## src/rtl/famicom_bus_master_pkg.sv

```systemverilog
// Famicom cart-edge bus master: shared types and parameter checks.
// PPU sequencer state encoding and M2/PPU divider legality.
package famicom_bus_master_pkg;

  typedef enum logic [1:0] {
    PPU_IDLE   = 2'd0,
    PPU_SETUP  = 2'd1,
    PPU_STROBE = 2'd2,
    PPU_HOLD   = 2'd3
  } ppu_state_e;

  localparam int M2_DIV_DEF  = 12;
  localparam int PPU_DIV_DEF = 4;

  function automatic bit m2_div_ok(input int d);
    return (d >= 4) && (d % 2 == 0);
  endfunction

  function automatic bit ppu_div_ok(input int d);
    return d >= 3;
  endfunction

endpackage

```

## src/rtl/famicom_ppu_bus_seq.sv

```systemverilog
// PPU-side access sequencer: SETUP, STROBE, HOLD around /RD or /WR.
// Runs independently of the CPU m2 timebase.
module famicom_ppu_bus_seq
  import famicom_bus_master_pkg::*;
#(
  parameter int PPU_DIV = PPU_DIV_DEF
) (
  input  logic        clk_i,
  input  logic        rst_ni,
  input  logic        req_valid_i,
  output logic        req_ready_o,
  input  logic        req_write_i,
  input  logic [13:0] req_addr_i,
  input  logic [7:0]  req_wdata_i,
  output logic        rsp_valid_o,
  output logic [7:0]  rsp_rdata_o,
  output logic        rd_no,
  output logic        wr_no,
  output logic [13:0] addr_o,
  output logic [7:0]  data_o,
  output logic        data_oe_o,
  input  logic [7:0]  data_i
);

  localparam int CW = $clog2(PPU_DIV);
  localparam logic [CW-1:0] SLEN = CW'(PPU_DIV - 3);

  if (!ppu_div_ok(PPU_DIV)) begin : g_chk
    $error("PPU_DIV must be >= 3");
  end

  ppu_state_e state_q, state_d;
  logic [CW-1:0] cnt_q, cnt_d;
  logic        write_q, write_d;
  logic [13:0] addr_q, addr_d;
  logic [7:0]  wdata_q, wdata_d;
  logic        rd_q, rd_d;
  logic        wr_q, wr_d;
  logic        oe_q, oe_d;
  logic        rsp_q, rsp_d;
  logic [7:0]  rdata_q;
  logic        accept, cap;

  assign accept = (state_q == PPU_IDLE) & req_valid_i;

  always_ff @(posedge clk_i or negedge rst_ni) begin
    if (!rst_ni) state_q <= PPU_IDLE;
    else         state_q <= state_d;
  end

  always_comb begin
    state_d = state_q;
    unique case (state_q)
      PPU_IDLE:   if (req_valid_i) state_d = PPU_SETUP;
      PPU_SETUP:  state_d = PPU_STROBE;
      PPU_STROBE: if (cnt_q == '0) state_d = PPU_HOLD;
      PPU_HOLD:   state_d = PPU_IDLE;
    endcase
  end

  always_comb begin
    cnt_d   = cnt_q;
    write_d = accept ? req_write_i : write_q;
    addr_d  = accept ? req_addr_i  : addr_q;
    wdata_d = accept ? req_wdata_i : wdata_q;
    if (state_q == PPU_SETUP)
      cnt_d = SLEN;
    else if (state_q == PPU_STROBE && cnt_q != '0)
      cnt_d = cnt_q - 1'b1;
    rd_d  = ~((state_d == PPU_STROBE) & ~write_d);
    wr_d  = ~((state_d == PPU_STROBE) &  write_d);
    oe_d  = (state_d == PPU_STROBE) & write_d;
    rsp_d = (state_q == PPU_HOLD);
    cap   = (state_q == PPU_STROBE) & (cnt_q == '0) & ~write_q;
  end

  always_ff @(posedge clk_i or negedge rst_ni) begin
    if (!rst_ni) begin
      cnt_q   <= '0;
      write_q <= 1'b0;
      addr_q  <= '0;
      wdata_q <= '0;
      rd_q    <= 1'b1;
      wr_q    <= 1'b1;
      oe_q    <= 1'b0;
      rsp_q   <= 1'b0;
      rdata_q <= '0;
    end else begin
      cnt_q   <= cnt_d;
      write_q <= write_d;
      addr_q  <= addr_d;
      wdata_q <= wdata_d;
      rd_q    <= rd_d;
      wr_q    <= wr_d;
      oe_q    <= oe_d;
      rsp_q   <= rsp_d;
      if (cap) rdata_q <= data_i;
    end
  end

  assign req_ready_o = (state_q == PPU_IDLE);
  assign rsp_valid_o = rsp_q;
  assign rsp_rdata_o = rdata_q;
  assign rd_no       = rd_q;
  assign wr_no       = wr_q;
  assign addr_o      = addr_q;
  assign data_o      = wdata_q;
  assign data_oe_o   = oe_q;

endmodule

```

## src/rtl/famicom_bus_master.sv

```systemverilog
// Famicom cartridge-edge initiator: free-running m2 CPU cycles,
// independent PPU sequencer and /IRQ synchronizer.
module famicom_bus_master
  import famicom_bus_master_pkg::*;
#(
  parameter int M2_DIV  = M2_DIV_DEF,
  parameter int PPU_DIV = PPU_DIV_DEF
) (
  input  logic        clk,
  input  logic        rst_n,
  input  logic        req_valid,
  output logic        req_ready,
  input  logic        req_write,
  input  logic [15:0] req_addr,
  input  logic [7:0]  req_wdata,
  output logic        rsp_valid,
  output logic [7:0]  rsp_rdata,
  output logic        m2,
  output logic        romsel,
  output logic        cpu_rw,
  output logic [14:0] cpu_addr,
  output logic [7:0]  cpu_data_out,
  output logic        cpu_data_oe,
  input  logic [7:0]  cpu_data_in,
  input  logic        ppu_req_valid,
  output logic        ppu_req_ready,
  input  logic        ppu_req_write,
  input  logic [13:0] ppu_req_addr,
  input  logic [7:0]  ppu_req_wdata,
  output logic        ppu_rsp_valid,
  output logic [7:0]  ppu_rsp_rdata,
  output logic        ppu_rd,
  output logic        ppu_wr,
  output logic [13:0] ppu_addr,
  output logic [7:0]  ppu_data_out,
  output logic        ppu_data_oe,
  input  logic [7:0]  ppu_data_in,
  input  logic        irq_n,
  output logic        irq_level
);

  localparam int PW = $clog2(M2_DIV);
  localparam logic [PW-1:0] LAST   = PW'(M2_DIV - 1);
  localparam logic [PW-1:0] HALF_P = PW'(M2_DIV / 2);

  if (!m2_div_ok(M2_DIV)) begin : g_chk
    $error("M2_DIV must be even and >= 4");
  end

  logic [PW-1:0] phase_q, phase_d;
  logic          wrap, accept, launch, m2_d;
  logic          pend_q, pend_d;
  logic          pwr_q;
  logic [15:0]   paddr_q;
  logic [7:0]    pdata_q;
  logic          act_q, act_d;
  logic          wr_q, wr_d;
  logic          a15_q, a15_d;
  logic [14:0]   addr_q, addr_d;
  logic [7:0]    wdata_q, wdata_d;
  logic          m2_q, romsel_q, rw_q, oe_q;
  logic          rsp_q;
  logic [7:0]    rdata_q;
  logic          irq_s1_q, irq_s2_q, irq_lvl_q;

  assign wrap = (phase_q == LAST);

  always_comb begin
    phase_d = wrap ? '0 : phase_q + 1'b1;
    m2_d    = (phase_d >= HALF_P);
    accept  = req_valid & ~pend_q;
    launch  = wrap & pend_q;
    pend_d  = accept | (pend_q & ~launch);
    // a period with nothing pending becomes an idle bus period
    act_d   = wrap ? pend_q : act_q;
    wr_d    = launch ? pwr_q          : wr_q;
    a15_d   = launch ? paddr_q[15]    : a15_q;
    addr_d  = launch ? paddr_q[14:0]  : addr_q;
    wdata_d = launch ? pdata_q        : wdata_q;
  end

  always_ff @(posedge clk or negedge rst_n) begin
    if (!rst_n) begin
      phase_q  <= '0;
      pend_q   <= 1'b0;
      pwr_q    <= 1'b0;
      paddr_q  <= '0;
      pdata_q  <= '0;
      act_q    <= 1'b0;
      wr_q     <= 1'b0;
      a15_q    <= 1'b0;
      addr_q   <= '0;
      wdata_q  <= '0;
      m2_q     <= 1'b0;
      romsel_q <= 1'b1;
      rw_q     <= 1'b1;
      oe_q     <= 1'b0;
      rsp_q    <= 1'b0;
      rdata_q  <= '0;
    end else begin
      phase_q  <= phase_d;
      pend_q   <= pend_d;
      if (accept) begin
        pwr_q   <= req_write;
        paddr_q <= req_addr;
        pdata_q <= req_wdata;
      end
      act_q    <= act_d;
      wr_q     <= wr_d;
      a15_q    <= a15_d;
      addr_q   <= addr_d;
      wdata_q  <= wdata_d;
      m2_q     <= m2_d;
      romsel_q <= ~(act_d & a15_d & m2_d);
      rw_q     <= ~(act_d & wr_d);
      oe_q     <= act_d & wr_d & m2_d;
      rsp_q    <= wrap & act_q;
      if (wrap & act_q & ~wr_q) rdata_q <= cpu_data_in;
    end
  end

  always_ff @(posedge clk or negedge rst_n) begin
    if (!rst_n) begin
      irq_s1_q  <= 1'b1;
      irq_s2_q  <= 1'b1;
      irq_lvl_q <= 1'b0;
    end else begin
      irq_s1_q  <= irq_n;
      irq_s2_q  <= irq_s1_q;
      irq_lvl_q <= ~irq_s2_q;
    end
  end

  assign req_ready    = ~pend_q;
  assign rsp_valid    = rsp_q;
  assign rsp_rdata    = rdata_q;
  assign m2           = m2_q;
  assign romsel       = romsel_q;
  assign cpu_rw       = rw_q;
  assign cpu_addr     = addr_q;
  assign cpu_data_out = wdata_q;
  assign cpu_data_oe  = oe_q;
  assign irq_level    = irq_lvl_q;

  famicom_ppu_bus_seq #(
    .PPU_DIV (PPU_DIV)
  ) u_ppu (
    .clk_i       (clk),
    .rst_ni      (rst_n),
    .req_valid_i (ppu_req_valid),
    .req_ready_o (ppu_req_ready),
    .req_write_i (ppu_req_write),
    .req_addr_i  (ppu_req_addr),
    .req_wdata_i (ppu_req_wdata),
    .rsp_valid_o (ppu_rsp_valid),
    .rsp_rdata_o (ppu_rsp_rdata),
    .rd_no       (ppu_rd),
    .wr_no       (ppu_wr),
    .addr_o      (ppu_addr),
    .data_o      (ppu_data_out),
    .data_oe_o   (ppu_data_oe),
    .data_i      (ppu_data_in)
  );

endmodule

```

## config.mk

```make
export PLATFORM = sky130hd
export DESIGN_NAME = famicom_bus_master
export DESIGN_NICKNAME = d
export VERILOG_FILES = /design/src/rtl/famicom_bus_master_pkg.sv /design/src/rtl/famicom_ppu_bus_seq.sv /design/src/rtl/famicom_bus_master.sv
export SDC_FILE = /design/constraint.sdc
export NUM_CORES = 1
export LEC_CHECK = 0
export CAP_MARGIN = 20
export CORE_MARGIN = 5
export CORE_UTILIZATION = 30
export CTS_BUF_LIST = sky130_fd_sc_hd__clkbuf_16
export DETAILED_ROUTE_END_ITERATION = 8
export GPL_ROUTABILITY_DRIVEN = 0
export HOLD_SLACK_MARGIN = 0.1
export SLEW_MARGIN = 20
export SYNTH_ARGS = -nofsm -noshare
export SYNTH_HDL_FRONTEND = slang
export SYNTH_SLANG_ARGS = --single-unit
```

## constraint.sdc

```tcl
create_clock -name clk -period 3.8 [get_ports clk]
set_input_delay 0.57 -clock clk [delete_from_list [all_inputs] [get_ports clk]]
set_output_delay 0.57 -clock clk [all_outputs]
set_load 0.005 [all_outputs]
```

==> summary.md, run 1 <==
| Metric | Value |
|---|---|
| Clk pin slew, worst setup/hold paths | `0.07 ns` |
| Post-synthesis adder-cell area fraction | `2.077%` |
| Leakage power total | `2.576 nW` |
| Global-route wire length before repair | `14470 um` |
| Synthesis-to-finish area growth | `44.48%` |
| Count of warnings emitted by yosys | `0` |
| Share of the synthesized area in the top cell type | `62.31%` |
| Leading cell type by number of instances after synthesis | `sky130_fd_sc_hd__dfrtp_1` |
| Commonest register cell after synthesis | `sky130_fd_sc_hd__dfrtp_1` |
| Post-route insts no fill | `593` |
| Library cell used as clock root buffer | `sky130_fd_sc_hd__clkbuf_16` |
| Worst setup skew after layout | `0.005601 ns` |
| CTS max path bufs | `2` |
| Die width | `128.6 um` |
| Most used standard cells in the synthesized netlist | `sky130_fd_sc_hd__dfrtp_1, sky130_fd_sc_hd__mux2_2, sky130_fd_sc_hd__inv_1` |
| Maximum clock rate | `440.2 MHz` |
| Standard-cell row count | `43` |
| Ys async rst share | `100.0%` |
| Residual DRC | `0` |
| Routed via count | `2588` |
| Post-synthesis cell count | `262` |
| Kind of start point of the critical path | `register` |
| Net total in the final layout | `484` |
| Synth Area in Simple Gates | `3.828%` |
| Setup Crit Path Kind | `reg -> reg` |
| Detail Route Antenna Nets | `0` |
| Die Outline Area | `16530 um2` |
| Total track usage | `11.24%` |
| Peak supply drop | `0.0002640 V` |
| Setup repair after global routing missed its margin | `no` |
| Worst Path Required | `4.07 ns` |
| Number of flops mapped to enable cells by yosys | `0` |
| Leftover overflow at the end of global routing | `0` |
| Pin count of the biggest net entering global routing | `58` |
| Vertical die dimension | `128.6 um` |
| Number of antenna cells inserted | `0` |
| Outcome | `complete, no violations` |
| Number of antenna violations at the first check in global routing | `0` |
| First-pass iteration count of the detailed router | `4` |
| Xor and xnor fraction of the mapped netlist area | `0.2077%` |
| Hold Slack | `0.2783 ns` |
| Cell total after placement | `577` |
| Library cell with the largest summed area after synthesis | `sky130_fd_sc_hd__dfrtp_1` |
| Final wirelength | `8907 um` |
| Main area contributors after synthesis | `sky130_fd_sc_hd__dfrtp_1, sky130_fd_sc_hd__mux2_2, sky130_fd_sc_hd__dfstp_2` |
| Hold Path Class | `in -> async` |
| Number of hold buffers added after CTS | `0` |
| Number of ports placed on the die boundary | `142` |
| DR vias/cell | `4.364` |
| Final worst path period share | `59.79%` |
| Mux cell area share after synthesis | `23.71%` |
| Power Density | `591.8 nW/um2` |
| Synthesized cell area | `4217 um2` |
| Largest family of logic cells by synthesized area | `multiplexers` |
| CORE AREA | `13830 um2` |
| Final HPWL DP | `6508 um` |
| Maximum level of the CTS H-tree | `3` |
| Number of CTS-inserted buffers | `9` |
| Synthesized area per cell | `16.09 um2` |
| Synth Area in Compound Gates | `1.869%` |
| Fill cell total of the finished layout | `1244` |
| Vias in the first global route | `2843` |
| Post-synthesis sequential area ratio | `66.05%` |
| Clock tree from TritonCTS | `built` |
| Worst endpoint data arrival time | `2.54 ns` |
| Starting Density | `30.49%` |
| Accumulated negative setup slack | `0 ns` |
| Buffers added on ports | `141` |
| Peak fanout along the critical path | `27` |
| Max capacitance violation total | `0` |
| Routed wire per std cell | `15.02 um` |
| Worst Tran Pin Value | `0.9176 ns` |
| Share of post-route cells with drive strength above 1 | `28.09%` |
| Final setup violation count | `0` |
| Setup Buffers After CTS | `0` |
| Number of distinct library cell variants in the gate-level netlist after synthesis | `33` |
| Worst-skew pair later-pin latency | `0.35 ns` |
| Footprint of the flip-flops and latches | `2785 um2` |
| Overall power of the completed layout | `3.606 mW` |
| Critical path capture point type | `register` |
| Register bit count reported by yosys | `111` |
| CTS Sinks | `111` |
| Hold violation total from the final report | `0` |
| Detailed Route Iter0 Violations | `78` |
| Worst relative slew slack | `38.60%` |
| Net Count, Synth | `338` |
| Number of cells upsized or downsized after cts | `0` |
| Multi-input gate area in the final layout | `1339 um2` |
| Final Critical Period | `2.272 ns` |
| Final Max Slew Viols | `0` |
==> kinds of logic (layout without fill, tap and decap cells) <==
| logic type | after synthesis | after routing |
|---|---|---|
| XOR/XNOR | 1 | 1 |
| buffers and inverters | 21 | 172 |
| AO/OA/AOI/OAI | 9 | 9 |
| multiplexers | 89 | 89 |
| AND/OR/NAND/NOR | 24 | 24 |
| adder cells (fa/ha/maj) | 7 | 7 |
| flip-flops | 111 | 111 |
==> power breakdown <==
part | switching (mW) | leakage (nW) | internal, mW | total, mW
Sequential | 0.150 | 1.31 | 1.49 | 1.64
Combinational | 0.348 | 1.14 | 0.764 | 1.11
Clock | 0.410 | 0.132 | 0.440 | 0.850
Total | 0.908 | 2.58 | 2.70 | 3.61
==> cell usage in the layout, fill, tap and decap left out, drive strengths merged, types with 4 or more instances in the layout <==
cell,n
buf,4
clkbuf,9
clkdlybuf4s50,140
clkinv,4
dfrtp,105
dfstp,6
ha,7
inv,14
mux2,87
nor2b,4
==> worst paths after layout <==
check	from	endpoint	slack [ns]	cells past startpoint
min	rst_n	paddr_q[12]	0.28	1
max in group asynchronous	rst_n	paddr_q[0]	2.61	2
min in group clk	irq_s1_q	irq_s2_q	0.36	0
min reg2reg	irq_s1_q	irq_s2_q	0.36	0
max reg2reg	phase_q[0]	cpu_rw	1.53	4
max	phase_q[0]	cpu_rw	1.53	4
==> cell type report <==
| type | count | share of cell area, % |
|---|---|---|
| inverter | 12 | 0.7394 |
| multi-input combinational | 130 | 21.98 |
| tap | 180 | 3.697 |
| clock inverter | 7 | 0.6778 |
| timing repair buffer | 144 | 23.50 |
| clock buffer | 9 | 3.697 |
| sequential | 111 | 45.72 |
==> metrics by stage <==
stage               utilization [%]  instance area (um2)  worst slack, ns
floorplan                         -                 4217            2.044
global placement              42.13                 5826            1.539
detailed placement            42.13                 5826            1.452
CTS                           44.06                 6092            1.429
global route                  44.06                 6092            1.325
finish                        44.06                 6092            1.528
==> worst max-delay path, cell delays in order, from the launching register on <==
cell	delay, ns
sky130_fd_sc_hd__dfrtp_1	0.42
sky130_fd_sc_hd__ha_1	0.28
sky130_fd_sc_hd__nand4b_2	0.74
sky130_fd_sc_hd__a21boi_0	0.42
sky130_fd_sc_hd__or2_2	0.33
==> flip-flops by register name (all words and copies together), names as in the netlist, 8 cells and up <==
name / flops
cpu_addr: 15
cpu_data_out: 8
paddr_q: 16
pdata_q: 8
rsp_rdata: 8
u_ppu.addr_o: 14
u_ppu.data_o: 8
u_ppu.rsp_rdata_o: 8
==> layer usage <==
metal,global-route usage [%],wire length (um),up-vias
met2,16.86,4054,97
met1,14.62,3919,1281
met3,4.608,785,9
met4,4.262,147,0
met5,0,0,-
li1,-,-,1201
Note: power is estimated with default switching activity, not from simulation.
==> inputs of run 2 (changes only) <==
clock period = 2.2 ns   (was 3.8 ns; I/O delays follow)
==> run 2 against run 1 <==
Combinational power is 75% higher. Count of clock-buffer cells in the layout stayed put. Global-route usage is 0.15 points lower. First-iteration DRC count is 40% higher. Sequential share of layout area is 0.80 points lower. Cell count is 0.67% higher. Setup slack worse by 1.3 ns. Register-to-register slack worse by 1.1 ns. Via count is 0.39% higher. Critical path depth is 1 lower. Total power is 78% higher. Largest cell class unchanged.
==> summary.md, run 2 (synthesized netlist as in run 1, its figures left out) <==
| Metric | Value |
|---|---|
| Worst relative slew slack | `64.01%` |
| Max capacitance violation total | `0` |
| Leakage power total | `2.633 nW` |
| Accumulated negative setup slack | `0 ns` |
| Dpl ws | `0.4242 ns` |
| Worst Path Required | `1.87 ns` |
| Worst Tran Pin Value | `0.5398 ns` |
| Routed via count | `2598` |
| Peak fanout along the critical path | `4` |
| Detailed Route Iter0 Violations | `109` |
| CTS max path bufs | `2` |
| Post-route insts no fill | `597` |
| Hold Path Class | `reg -> reg` |
| Area after DPL | `5886 um2` |
| Leading cell types in the layout, fill and taps excluded | `sky130_fd_sc_hd__clkdlybuf4s50_1, sky130_fd_sc_hd__dfrtp_1, sky130_fd_sc_hd__mux2_2` |
| Hold Slack | `0.3613 ns` |
| Power Density | `1038 nW/um2` |
| Fill cell total of the finished layout | `1250` |
| Cells along the critical path | `inv_1, ha_1, clkdlybuf4s50_1` |
| Die width | `128.6 um` |
| Die Outline Area | `16530 um2` |
| Hold violation total from the final report | `0` |
| Library cell used as clock root buffer | `sky130_fd_sc_hd__clkbuf_16` |
| Cell total after placement | `580` |
| CTS Sinks | `111` |
| Residual DRC | `0` |
| Worst-skew pair later-pin latency | `0.34 ns` |
| Total track usage | `11.08%` |
| Standard-cell row count | `43` |
| Number of antenna violations at the first check in global routing | `0` |
| Setup repair after global routing missed its margin | `no` |
| Maximum clock rate | `506.6 MHz` |
| Final cell utilization of the core | `44.85%` |
| Number of cells upsized or downsized after cts | `0` |
| Number of CTS-inserted buffers | `9` |
| Routed wire per std cell | `14.61 um` |
| Largest register FFs | `16` |
| Final Max Slew Viols | `0` |
| Starting Density | `30.49%` |
| Net total in the final layout | `488` |
| Commonest non-fill, non-tap cell in the layout | `sky130_fd_sc_hd__clkdlybuf4s50_1` |
| Maximum level of the CTS H-tree | `3` |
| Vias in the first global route | `2800` |
| Largest Register | `paddr_q` |
| Clock tree from TritonCTS | `built` |
| Final setup violation count | `0` |
| Worst endpoint data arrival time | `1.64 ns` |
| Number of antenna cells inserted | `0` |
| Final Critical Period | `1.974 ns` |
| Worst path setup slack after routing | `0.2261 ns` |
| Footprint of the flip-flops and latches | `2785 um2` |
| Detail Route Antenna Nets | `0` |
| Critical path capture point type | `output pin` |
| Buffers added on ports | `141` |
| Setup Buffers After CTS | `0` |
| Outcome | `complete, no violations` |
| Synthesis-to-finish area growth | `47.06%` |
| Vertical die dimension | `128.6 um` |
| Number of ports placed on the die boundary | `142` |
| Share of post-route cells with drive strength above 1 | `28.30%` |
| Pin count of the biggest net entering global routing | `41` |
| Global-route wire length before repair | `14390 um` |
| Multi-input gate area in the final layout | `1339 um2` |
| Worst setup skew after layout | `0.004700 ns` |
| DR vias/cell | `4.352` |
| Leftover overflow at the end of global routing | `0` |
| CORE AREA | `13830 um2` |
| Clk pin slew, worst setup/hold paths | `0.06 ns` |
| Final wirelength | `8720 um` |
| Slowest cell delay on critical path | `0.56 ns` |
| Kind of start point of the critical path | `register` |
| First-pass iteration count of the detailed router | `4` |
| Peak supply drop | `0.0005112 V` |
| Slowest cell on crit path | `sky130_fd_sc_hd__clkdlybuf4s50_1` |
| Overall power of the completed layout | `6.435 mW` |
| Setup Crit Path Kind | `reg -> out` |
| Final worst path period share | `89.72%` |
| Final HPWL DP | `6458 um` |
| Final instance area | `6201 um2` |
==> run 2: path summary, 6_finish.rpt <==
kind                                   from       endpoint  slack, ns  cells after the start
setup / recovery           u_ppu.state_q[0]  ppu_req_ready       0.23                      3
hold / removal                     irq_s1_q       irq_s2_q       0.36                      0
setup reg to reg           u_ppu.state_q[0]    u_ppu.rd_no       0.43                      6
hold reg to reg                    irq_s1_q       irq_s2_q       0.36                      0
max in group asynchronous             rst_n       irq_s1_q       1.04                      3
min in group asynchronous             rst_n     paddr_q[6]       0.50                      2
==> run 2: power by group <==
group	total, mW	internal [mW]	switching (mW)
registers	2.84	2.58	0.255
clock network	1.65	0.980	0.675
logic	1.94	1.34	0.608
total	6.44	4.90	1.54
==> run 2: cell type report <==
cell class,count,share of cell area [%]
flip-flops and latches,111,44.92
inverters,12,0.7264
clock buffers,9,3.632
clock inverters,7,1.291
repair buffers,148,24.21
well taps,180,3.632
multi-input cells,130,21.59
==> run 2: layer usage <==
| metal | track usage (%) | part of all wire, % |
|---|---|---|
| met3 | 5.147 | 9.5 |
| met4 | 2.965 | 1.1 |
| met2 | 17.35 | 46 |
| met5 | 0 | 0 |
| met1 | 13.94 | 43 |
==> run 2: worst max-delay path, delay by kind of cell (launching register included) <==
kind,cells,cell delay (ns)
fa+ha+maj,1,0.23
buf+inv,2,0.66
flops,1,0.42
==> run 2: timing repair <==
action                                  CTS  global route
endpoints found under the hold margin    36             0
endpoints found under the setup margin    0             0
hold buffers                              1             0
